==> config.mk <==
export PLATFORM = sky130hd
export DESIGN_NAME = bip_sequencer_flat
export DESIGN_NICKNAME = d
export VERILOG_FILES = /design/src/rtl/bip_pkg.sv /design/src/rtl/bip_sequencer_if.sv /design/src/rtl/ins_deco.sv /design/src/rtl/sat_counter.sv /design/src/rtl/bip_sequencer.sv /design/src/flat_wrapper.sv
export SDC_FILE = /design/constraint.sdc
export NUM_CORES = 1
export LEC_CHECK = 0
export CAP_MARGIN = 15
export CORE_MARGIN = 2
export CORE_UTILIZATION = 45
export CTS_CLUSTER_SIZE = 14
export DETAILED_ROUTE_END_ITERATION = 7
export HOLD_SLACK_MARGIN = 0.03
export PLACE_DENSITY = 0.79
export SLEW_MARGIN = 20
export SYNTH_ARGS = -nofsm -noshare
export SYNTH_HDL_FRONTEND = slang
export SYNTH_SLANG_ARGS = --single-unit
==> constraint.sdc <==
create_clock -name clk -period 2.2 [get_ports clk]
set_clock_uncertainty 0.05 [all_clocks]
set_input_delay 0.55 -clock clk [delete_from_list [all_inputs] [get_ports clk]]
set_output_delay 0.55 -clock clk [all_outputs]
set_load 0.005 [all_outputs]
==> src/rtl/bip_pkg.sv <==
// bip_pkg: opcode, accumulator-mux and FSM state encodings shared by the sequencer and decoder
package bip_pkg;
    localparam logic [4:0] OP_HLT  = 5'b00000;
    localparam logic [4:0] OP_STO  = 5'b00001;
    localparam logic [4:0] OP_LD   = 5'b00010;
    localparam logic [4:0] OP_LDI  = 5'b00011;
    localparam logic [4:0] OP_ADD  = 5'b00100;
    localparam logic [4:0] OP_ADDI = 5'b00101;
    localparam logic [4:0] OP_SUB  = 5'b00110;
    localparam logic [4:0] OP_SUBI = 5'b00111;
    localparam logic [1:0] SEL_RAM = 2'd0;
    localparam logic [1:0] SEL_IMM = 2'd1;
    localparam logic [1:0] SEL_ALU = 2'd2;
    localparam logic [2:0] ST_IDLE   = 3'd0;
    localparam logic [2:0] ST_FETCH  = 3'd1;
    localparam logic [2:0] ST_DECODE = 3'd2;
    localparam logic [2:0] ST_MEM    = 3'd3;
    localparam logic [2:0] ST_EXEC   = 3'd4;
`ifdef SINGLE_STEP_EN
    localparam logic [2:0] ST_PAUSE  = 3'd5;
`endif
    localparam logic [2:0] ST_HALT   = 3'd6;
    typedef struct packed {
        logic [1:0] sel_a;
        logic       sel_b;
        logic       op;
        logic       wr_acc;
        logic       wr_ram;
    } ctrl_t;
    function automatic logic needs_mem(input logic [4:0] opc);
        return opc == OP_LD || opc == OP_ADD || opc == OP_SUB;
    endfunction
endpackage

==> src/rtl/bip_sequencer_if.sv <==
// bip_sequencer_if: sequencer control bus; step_mode/step/paused exist only with SINGLE_STEP_EN
interface bip_sequencer_if;
    logic        start;
    logic [15:0] instr;
    logic        rom_en;
    logic        wr_pc;
    logic [1:0]  sel_a;
    logic        sel_b;
    logic        op;
    logic        wr_acc;
    logic        wr_ram;
    logic        rd_ram;
    logic [10:0] operand;
    logic        halted;
    logic [15:0] cycle_cnt;
`ifdef SINGLE_STEP_EN
    logic        step_mode;
    logic        step;
    logic        paused;
`endif
    modport slave (
        input  start, instr,
        output rom_en, wr_pc, sel_a, sel_b, op, wr_acc, wr_ram, rd_ram, operand, halted, cycle_cnt
`ifdef SINGLE_STEP_EN
        , input step_mode, step, output paused
`endif
    );
    modport master (
        output start, instr,
        input  rom_en, wr_pc, sel_a, sel_b, op, wr_acc, wr_ram, rd_ram, operand, halted, cycle_cnt
`ifdef SINGLE_STEP_EN
        , output step_mode, step, input paused
`endif
    );
endinterface

==> src/rtl/ins_deco.sv <==
// ins_deco: maps a latched opcode to its EXEC-cycle datapath controls; unknown opcodes decode to all-zero (NOP)
module ins_deco
    import bip_pkg::*;
(
    input  logic [4:0] opcode_i,
    output ctrl_t      ctrl_o
);
    logic alu;
    assign alu = opcode_i inside {OP_ADD, OP_ADDI, OP_SUB, OP_SUBI};
    always_comb begin
        ctrl_o        = '0;
        ctrl_o.sel_a  = opcode_i == OP_LDI ? SEL_IMM : alu ? SEL_ALU : SEL_RAM;
        ctrl_o.sel_b  = opcode_i inside {OP_ADDI, OP_SUBI};
        ctrl_o.op     = opcode_i inside {OP_SUB, OP_SUBI};
        ctrl_o.wr_acc = alu || opcode_i inside {OP_LD, OP_LDI};
        ctrl_o.wr_ram = opcode_i == OP_STO;
    end
endmodule

==> src/rtl/sat_counter.sv <==
// sat_counter: up-counter with enable and synchronous clear that sticks at all-ones
module sat_counter #(parameter int WIDTH = 16) (
    input  logic             clk,
    input  logic             clr_i,
    input  logic             en_i,
    output logic [WIDTH-1:0] cnt_o
);
    logic [WIDTH-1:0] cnt_q, cnt_d;
    always_comb cnt_d = (en_i && cnt_q != '1) ? cnt_q + 1'b1 : cnt_q;
    always_ff @(posedge clk) cnt_q <= clr_i ? '0 : cnt_d;
    assign cnt_o = cnt_q;
endmodule

==> src/rtl/bip_sequencer.sv <==
// bip_sequencer: BIP fetch/decode/mem/exec control FSM; define SINGLE_STEP_EN for step_mode/step/paused and PAUSE
module bip_sequencer
    import bip_pkg::*;
(
    input  logic           clk,
    input  logic           reset,
    bip_sequencer_if.slave bus
);
    logic [2:0]  state_q, state_d;
    logic [4:0]  opcode_q, opcode_d;
    logic [10:0] operand_q, operand_d;
    logic        in_exec;
    ctrl_t       ctrl;

    ins_deco u_deco (.opcode_i(opcode_q), .ctrl_o(ctrl));

    sat_counter #(.WIDTH(16)) u_cnt (
        .clk   (clk),
        .clr_i (reset),
        .en_i  (state_q inside {ST_FETCH, ST_DECODE, ST_MEM, ST_EXEC}),
        .cnt_o (bus.cycle_cnt)
    );

    always_comb begin
        state_d   = state_q;
        opcode_d  = opcode_q;
        operand_d = operand_q;
        case (state_q)
            ST_IDLE:   state_d = bus.start ? ST_FETCH : ST_IDLE;
            ST_FETCH:  state_d = ST_DECODE;
            ST_DECODE: begin
                opcode_d  = bus.instr[15:11];
                operand_d = bus.instr[10:0];
                state_d   = bus.instr[15:11] == OP_HLT ? ST_HALT :
                            needs_mem(bus.instr[15:11]) ? ST_MEM : ST_EXEC;
            end
            ST_MEM:    state_d = ST_EXEC;
`ifdef SINGLE_STEP_EN
            ST_EXEC:   state_d = bus.step_mode ? ST_PAUSE : ST_FETCH;
            ST_PAUSE:  state_d = (bus.step || !bus.step_mode) ? ST_FETCH : ST_PAUSE;
`else
            ST_EXEC:   state_d = ST_FETCH;
`endif
            ST_HALT:   state_d = ST_HALT;
            default:   state_d = ST_IDLE;
        endcase
    end

    always_ff @(posedge clk) begin
        if (reset) begin
            state_q   <= ST_IDLE;
            opcode_q  <= '0;
            operand_q <= '0;
        end else begin
            state_q   <= state_d;
            opcode_q  <= opcode_d;
            operand_q <= operand_d;
        end
    end

    // datapath controls are gated so they read zero outside EXEC
    assign in_exec    = state_q == ST_EXEC;
    assign bus.rom_en = state_q == ST_FETCH;
    assign bus.rd_ram = state_q == ST_MEM;
    assign bus.wr_pc  = in_exec;
    assign bus.wr_acc = in_exec & ctrl.wr_acc;
    assign bus.wr_ram = in_exec & ctrl.wr_ram;
    assign bus.sel_a  = in_exec ? ctrl.sel_a : SEL_RAM;
    assign bus.sel_b  = in_exec & ctrl.sel_b;
    assign bus.op     = in_exec & ctrl.op;
    assign bus.operand = operand_q;
    assign bus.halted = state_q == ST_HALT;
`ifdef SINGLE_STEP_EN
    assign bus.paused = state_q == ST_PAUSE;
`endif
endmodule

==> src/flat_wrapper.sv <==
// flat-port wrapper written by rule: the top's interface ports become plain ports
module bip_sequencer_flat import bip_pkg::*;
  (clk, reset, bus_start, bus_instr, bus_rom_en, bus_wr_pc, bus_sel_a, bus_sel_b, bus_op, bus_wr_acc, bus_wr_ram, bus_rd_ram, bus_operand, bus_halted, bus_cycle_cnt);
  bip_sequencer_if bus_i ();
  input  logic clk;
  input  logic reset;
  input wire logic [$bits(bus_i.start)-1:0] bus_start;
  input wire logic [$bits(bus_i.instr)-1:0] bus_instr;
  output wire logic [$bits(bus_i.rom_en)-1:0] bus_rom_en;
  output wire logic [$bits(bus_i.wr_pc)-1:0] bus_wr_pc;
  output wire logic [$bits(bus_i.sel_a)-1:0] bus_sel_a;
  output wire logic [$bits(bus_i.sel_b)-1:0] bus_sel_b;
  output wire logic [$bits(bus_i.op)-1:0] bus_op;
  output wire logic [$bits(bus_i.wr_acc)-1:0] bus_wr_acc;
  output wire logic [$bits(bus_i.wr_ram)-1:0] bus_wr_ram;
  output wire logic [$bits(bus_i.rd_ram)-1:0] bus_rd_ram;
  output wire logic [$bits(bus_i.operand)-1:0] bus_operand;
  output wire logic [$bits(bus_i.halted)-1:0] bus_halted;
  output wire logic [$bits(bus_i.cycle_cnt)-1:0] bus_cycle_cnt;
  assign bus_i.start = bus_start;
  assign bus_i.instr = bus_instr;
  assign bus_rom_en = bus_i.rom_en;
  assign bus_wr_pc = bus_i.wr_pc;
  assign bus_sel_a = bus_i.sel_a;
  assign bus_sel_b = bus_i.sel_b;
  assign bus_op = bus_i.op;
  assign bus_wr_acc = bus_i.wr_acc;
  assign bus_wr_ram = bus_i.wr_ram;
  assign bus_rd_ram = bus_i.rd_ram;
  assign bus_operand = bus_i.operand;
  assign bus_halted = bus_i.halted;
  assign bus_cycle_cnt = bus_i.cycle_cnt;
  bip_sequencer u_core (.clk(clk), .reset(reset), .bus(bus_i));
endmodule
=== Yosys cells after proc, flatten, opt, wreduce, memory -nomap -nowiden ===
Cells that the tools add are included.

* Bits in registers: 35
* Input port bits: 19
* Output and inout port bits: 37
* Logic and storage cells: 43

* Add/sub/neg operators: 1
* Equality and inequality tests: 16
* Multiplexer cells: 7
* Bitwise logic cells: 4
* Reductions and logical operators: 11

{| class="wikitable"
|+ Operator list
! operator !! number
|-
| 5-bit by 3-bit equality test with 1-bit output (second input constant) || 6
|-
| 3-bit one-hot mux with 6 select lines || 1
|-
| 16-bit by 1-bit adder with 16-bit output (second input constant) || 1
|-
| 16-bit inequality test (second input constant) || 1
|-
| 5-bit by 2-bit equality test with 1-bit output (second input constant) || 3
|-
| 4-bit nonzero test || 2
|-
| 3-bit by 2-bit equality test with 1-bit output (second input constant) || 2
|-
| 3-bit equality test (second input constant) || 2
|-
| 2-bit two-way mux || 3
|-
| 3-bit two-way mux || 2
|-
| 2-bit nonzero test || 3
|-
| 5-bit by 1-bit equality test with 1-bit output (second input constant) || 1
|-
| 5-bit zero test || 1
|-
| 1-bit bitwise AND || 4
|-
| 3-bit by 1-bit equality test with 1-bit output (second input constant) || 1
|-
| 3-bit zero test || 1
|-
| 1-bit logical OR || 3
|-
| 1-bit logical AND || 1
|-
| 1-bit two-way mux || 1
|}

=== Logic depth before layout (Yosys ltp) ===
* Word-level depth: 6
* Gate-level depth with buffers: 6
* Depth with buffers taken out: 5

=== Modules after synthesis ===
A second synthesis with hierarchy kept.

* Cell total of the unflattened synthesis: 207
* Area, all modules: 1,701.6 µm²

{| class="wikitable"
|+ By module, submodules not included
! module !! instances !! cells each !! area each (µm²)
|-
| sat_counter || 1 || 99 || 848.3
|-
| bip_sequencer || 1 || 100 || 798.3
|-
| ins_deco || 1 || 8 || 55.1
|}

=== Worst setup path after synthesis ===
Ideal clock, no wire load.

* Path type: reg2out
* From: reg u_core.state_q[2]
* To: out bus_wr_ram
* Arrival: 1.373 ns
* Data required time: 1.600 ns
* Path slack: 0.227 ns
* Stages on the path, launching flop included: 5
* Path buffers: 1
* Cells stage by stage: dfxtp_1 -> buf_2 -> nor3b_1 -> nor3b_2 -> and4bb_2

* Cells in the longest elaborated chain, start to end: 2

{| class="wikitable"
|+ RTL lines
! item !! line !! source
|-
| start: declaration || bip_sequencer.sv:9 || <nowiki>logic [2:0] state_q, state_d;</nowiki>
|-
| start signal: assignment || bip_sequencer.sv:55 || <nowiki>state_q <= state_d;</nowiki>
|-
| 3-bit equality test || bip_sequencer.sv:62 || <nowiki>assign in_exec = state_q == ST_EXEC;</nowiki>
|-
| named net bus_wr_pc || flat_wrapper.sv:10 || <nowiki>output wire logic [$bits(bus_i.wr_pc)-1:0] bus_wr_pc;</nowiki>
|-
| 1-bit bitwise AND || bip_sequencer.sv:67 || <nowiki>assign bus.wr_ram = in_exec & ctrl.wr_ram;</nowiki>
|-
| end: declaration || flat_wrapper.sv:15 || <nowiki>output wire logic [$bits(bus_i.wr_ram)-1:0] bus_wr_ram;</nowiki>
|}

The timed path passes the listed nets, and every way through them passes these cells.

=== Worst setup path after layout ===
* From: reg u_core.state_q[0]
* To: out bus_wr_pc

* Cells in the longest elaborated chain, start to end: 1

{| class="wikitable"
|+ RTL lines
! item !! line
|-
| 3-bit equality test || bip_sequencer.sv:62
|-
| end: declaration || flat_wrapper.sv:10
|}

No other way between the ends.

==> impl_metrics.tcl <==
set metrics [dict create \
    critPathBufInv 3 \
    root_buffer "clkbuf_8" \
    synth_top_area_share_pct 41.8 \
    final-setup-viol-count 0 \
    cts.sinks 35 \
    numCtsBuffers 5 \
    whs_ns 0.407 \
    drt-total-wl_microns 3930 \
    ant_nets 0 \
    wl_per_cell_microns 12.5 \
    p_leak_uw 0.000843 \
    nets 284 \
    slew_viol_final 0 \
    dp_slack_ns -0.0198 \
    crit_fanout 2 \
    async_reset_ff_share_pct 0 \
    layout_commonest_cell "clkdlybuf4s50_1" \
    path_cells "nor3b_2 > buf_4 > buf_4 > clkdlybuf4s50_1" \
    cp.required_ns 1.60 \
    worst_slew_pin_slew_ns 0.558 \
    io_buffers 55 \
    crit_type "flip-flop to primary output" \
    die_w_microns 65.1 \
    synth_edf_count 0 \
    synthDistinctLibCells 45 \
    drc 0 \
    grt_pass1_vias 1542 \
    vdd_ir_drop_max_mv 0.491 \
    clk_transition_reported_paths_ns 0.07 \
    synth.yosys.seq_area_share_pct 41.8 \
    syn_area_sq_um 1680 \
    cts_hold_buf 0 \
    cp-end-kind "primary output" \
    relSlewSlack_pct 62.8 \
    synthTopCellsByArea "dfxtp_1 (42%), a21oi_1 (8.9%), nand2_1 (8.5%)" \
    core_sq_um 3630 \
    slowest_delay_ns 0.50 \
    clock_latency_ns 0.29 \
    syn_nets 221 \
    cpLargestDelayFamily "buffers and inverters" \
    dieArea_sq_um 4230 \
    final_cell_mix "clkdlybuf4s50_1 (47), nand2_1 (38), dfxtp_1 (32), a21oi_1 (30), buf_4 (12)" \
    drive_gt1_share_pct 15.5 \
    status "finished, final reports clean" \
    grt.total_usage_pct 20.0 \
    startpoint_type "flip-flop" \
    setup_ws_ns 0.0499 \
    fp.dieH_microns 65.1 \
    final.period_utilization_pct 97.7 \
    cpMostUsedCell "buf_4" \
    dp_hpwl_microns 2740 \
    diodes 0 \
    h-tree-depth 2 \
    hp-class "flip-flop to flip-flop" \
    dr.pass1.iters 4 \
    ios 56 \
    vias 1717 \
    antenna_found_initial 0 \
    synth_largest_area_cell "dfxtp_1" \
    hold_violations 0 \
    slowest_stage "clkdlybuf4s50_1" \
    synth.avg_cell_area_sq_um 8.35 \
    power_uw 1330 \
    gr-total-overflow 0 \
    drv_cap 0 \
    grt_pass1_wl_microns 6670 \
    grt_max_degree 19 \
    clockBufferDepth 2 \
    period_minus_slack_ns 2.15 \
    nFillCells 318 \
    synth-seq-cells 35 \
    gp_congestion 0.734 \
    syn2layout_area_growth_pct 45.0 \
    cts_tree "done" \
    std_cell_rows 22 \
    worstPathArrival_ns 1.55 \
    synth-main-ff-cell "dfxtp_1" \
    fmax_mhz 465 \
    drtIter0Drc 130 \
    powerDensity_nw_per_um2 546 \
    start_util_pct 46.2 \
    yosys_warnings 0 \
    vias_per_cell 5.49 \
    syn_inst 201 \
]
-- synthesized netlist by cell type (all sizes together), types with 2 or more instances --
cell type,instances
buf,5
or3,7
clkbuf,6
and4b,2
nand2,39
nand3,9
nor3b,5
a21oi,30
or4,9
and4,2
o21ai,7
nor2,5
and2,2
o31ai,9
nand4,3
dfxtp,35
nor3,4
and3,5
nand2b,2
inv,3
-- flip-flops by register name (all words and copies together) (netlist names) --
signal	cells
u_core.bus.operand	11
u_core.opcode_q	5
u_core.state_q	3
u_core.u_cnt.cnt_o	16
-- path summary, 6_finish.rpt --
check | start | to | slack [ns] | depth (start not counted)
min reg2reg | u_core.bus.operand[8]$_SDFFE_PP0P_ | u_core.bus.operand[8]$_SDFFE_PP0P_ | 0.41 | 2
max | u_core.state_q[0]$_SDFF_PP0_ | bus_wr_pc | 0.05 | 4
min | u_core.bus.operand[8]$_SDFFE_PP0P_ | u_core.bus.operand[8]$_SDFFE_PP0P_ | 0.41 | 2
max reg2reg | u_core.u_cnt.cnt_o[0]$_SDFFE_PP0P_ | u_core.u_cnt.cnt_o[3]$_SDFFE_PP0P_ | 0.24 | 5
-- final cells by class --
| cell class | instances | area (sq um) | area share, % |
|---|---|---|---|
| inverters | 3 | 11.3 | 0.463 |
| flip-flops and latches | 35 | 704 | 29.0 |
| well taps | 48 | 60.1 | 2.47 |
| multi-input cells | 152 | 927 | 38.1 |
| clock buffers | 8 | 100 | 4.12 |
| repair buffers | 67 | 629 | 25.9 |
-- metal layers --
metal,vias up,wire [microns],GRT usage [%]
li1,861,-,-
met4,0,21,5.99
met3,3,332,8.85
met2,58,1930,33.2
met5,-,0,0
met1,795,1650,23.2
-- through the flow --
stage          TNS [ns]  instance area (sq um)  utilization [%]  cells
2_1_floorplan         0                   1680                -    201
3_3_place_gp          0                   2290             63.1    301
3_5_place_dp    -0.0198                   2290             63.1    301
4_1_cts               0                   2410             66.4    311
5_1_grt         -0.0582                   2430             66.9    313
6_report              0                   2430             66.9    313
-- cell families after synthesis --
| kind of cell | count (synthesis) | share of synthesized area (%) |
|---|---|---|
| compound gates | 51 | 18.6 |
| fa+ha+maj | 1 | 0.746 |
| flops | 35 | 41.8 |
| mux | 2 | 1.27 |
| buf+inv | 14 | 3.95 |
| simple gates | 98 | 33.6 |
-- worst min-delay path, delay by kind of cell (launching register included) --
kind             cells  cell delay, ns
flip-flops           1            0.31
AO/OA/AOI/OAI        1            0.05
AND/OR/NAND/NOR      1            0.05
-- where the power goes --
group | leakage (uW) | internal [uW] | switching [uW]
Sequential | 0.000284 | 651 | 13.2
Combinational | 0.000508 | 85.3 | 71.5
Clock | 0.0000515 | 286 | 222
Total | 0.000843 | 1020 | 307
-- timing repair --
action,in CTS,in global routing
endpoints found under the setup margin,7,6
pin swaps,6,1
setup buffers,2,2
gates resized for setup,15,6
Note: power is estimated with default switching activity, not from simulation.
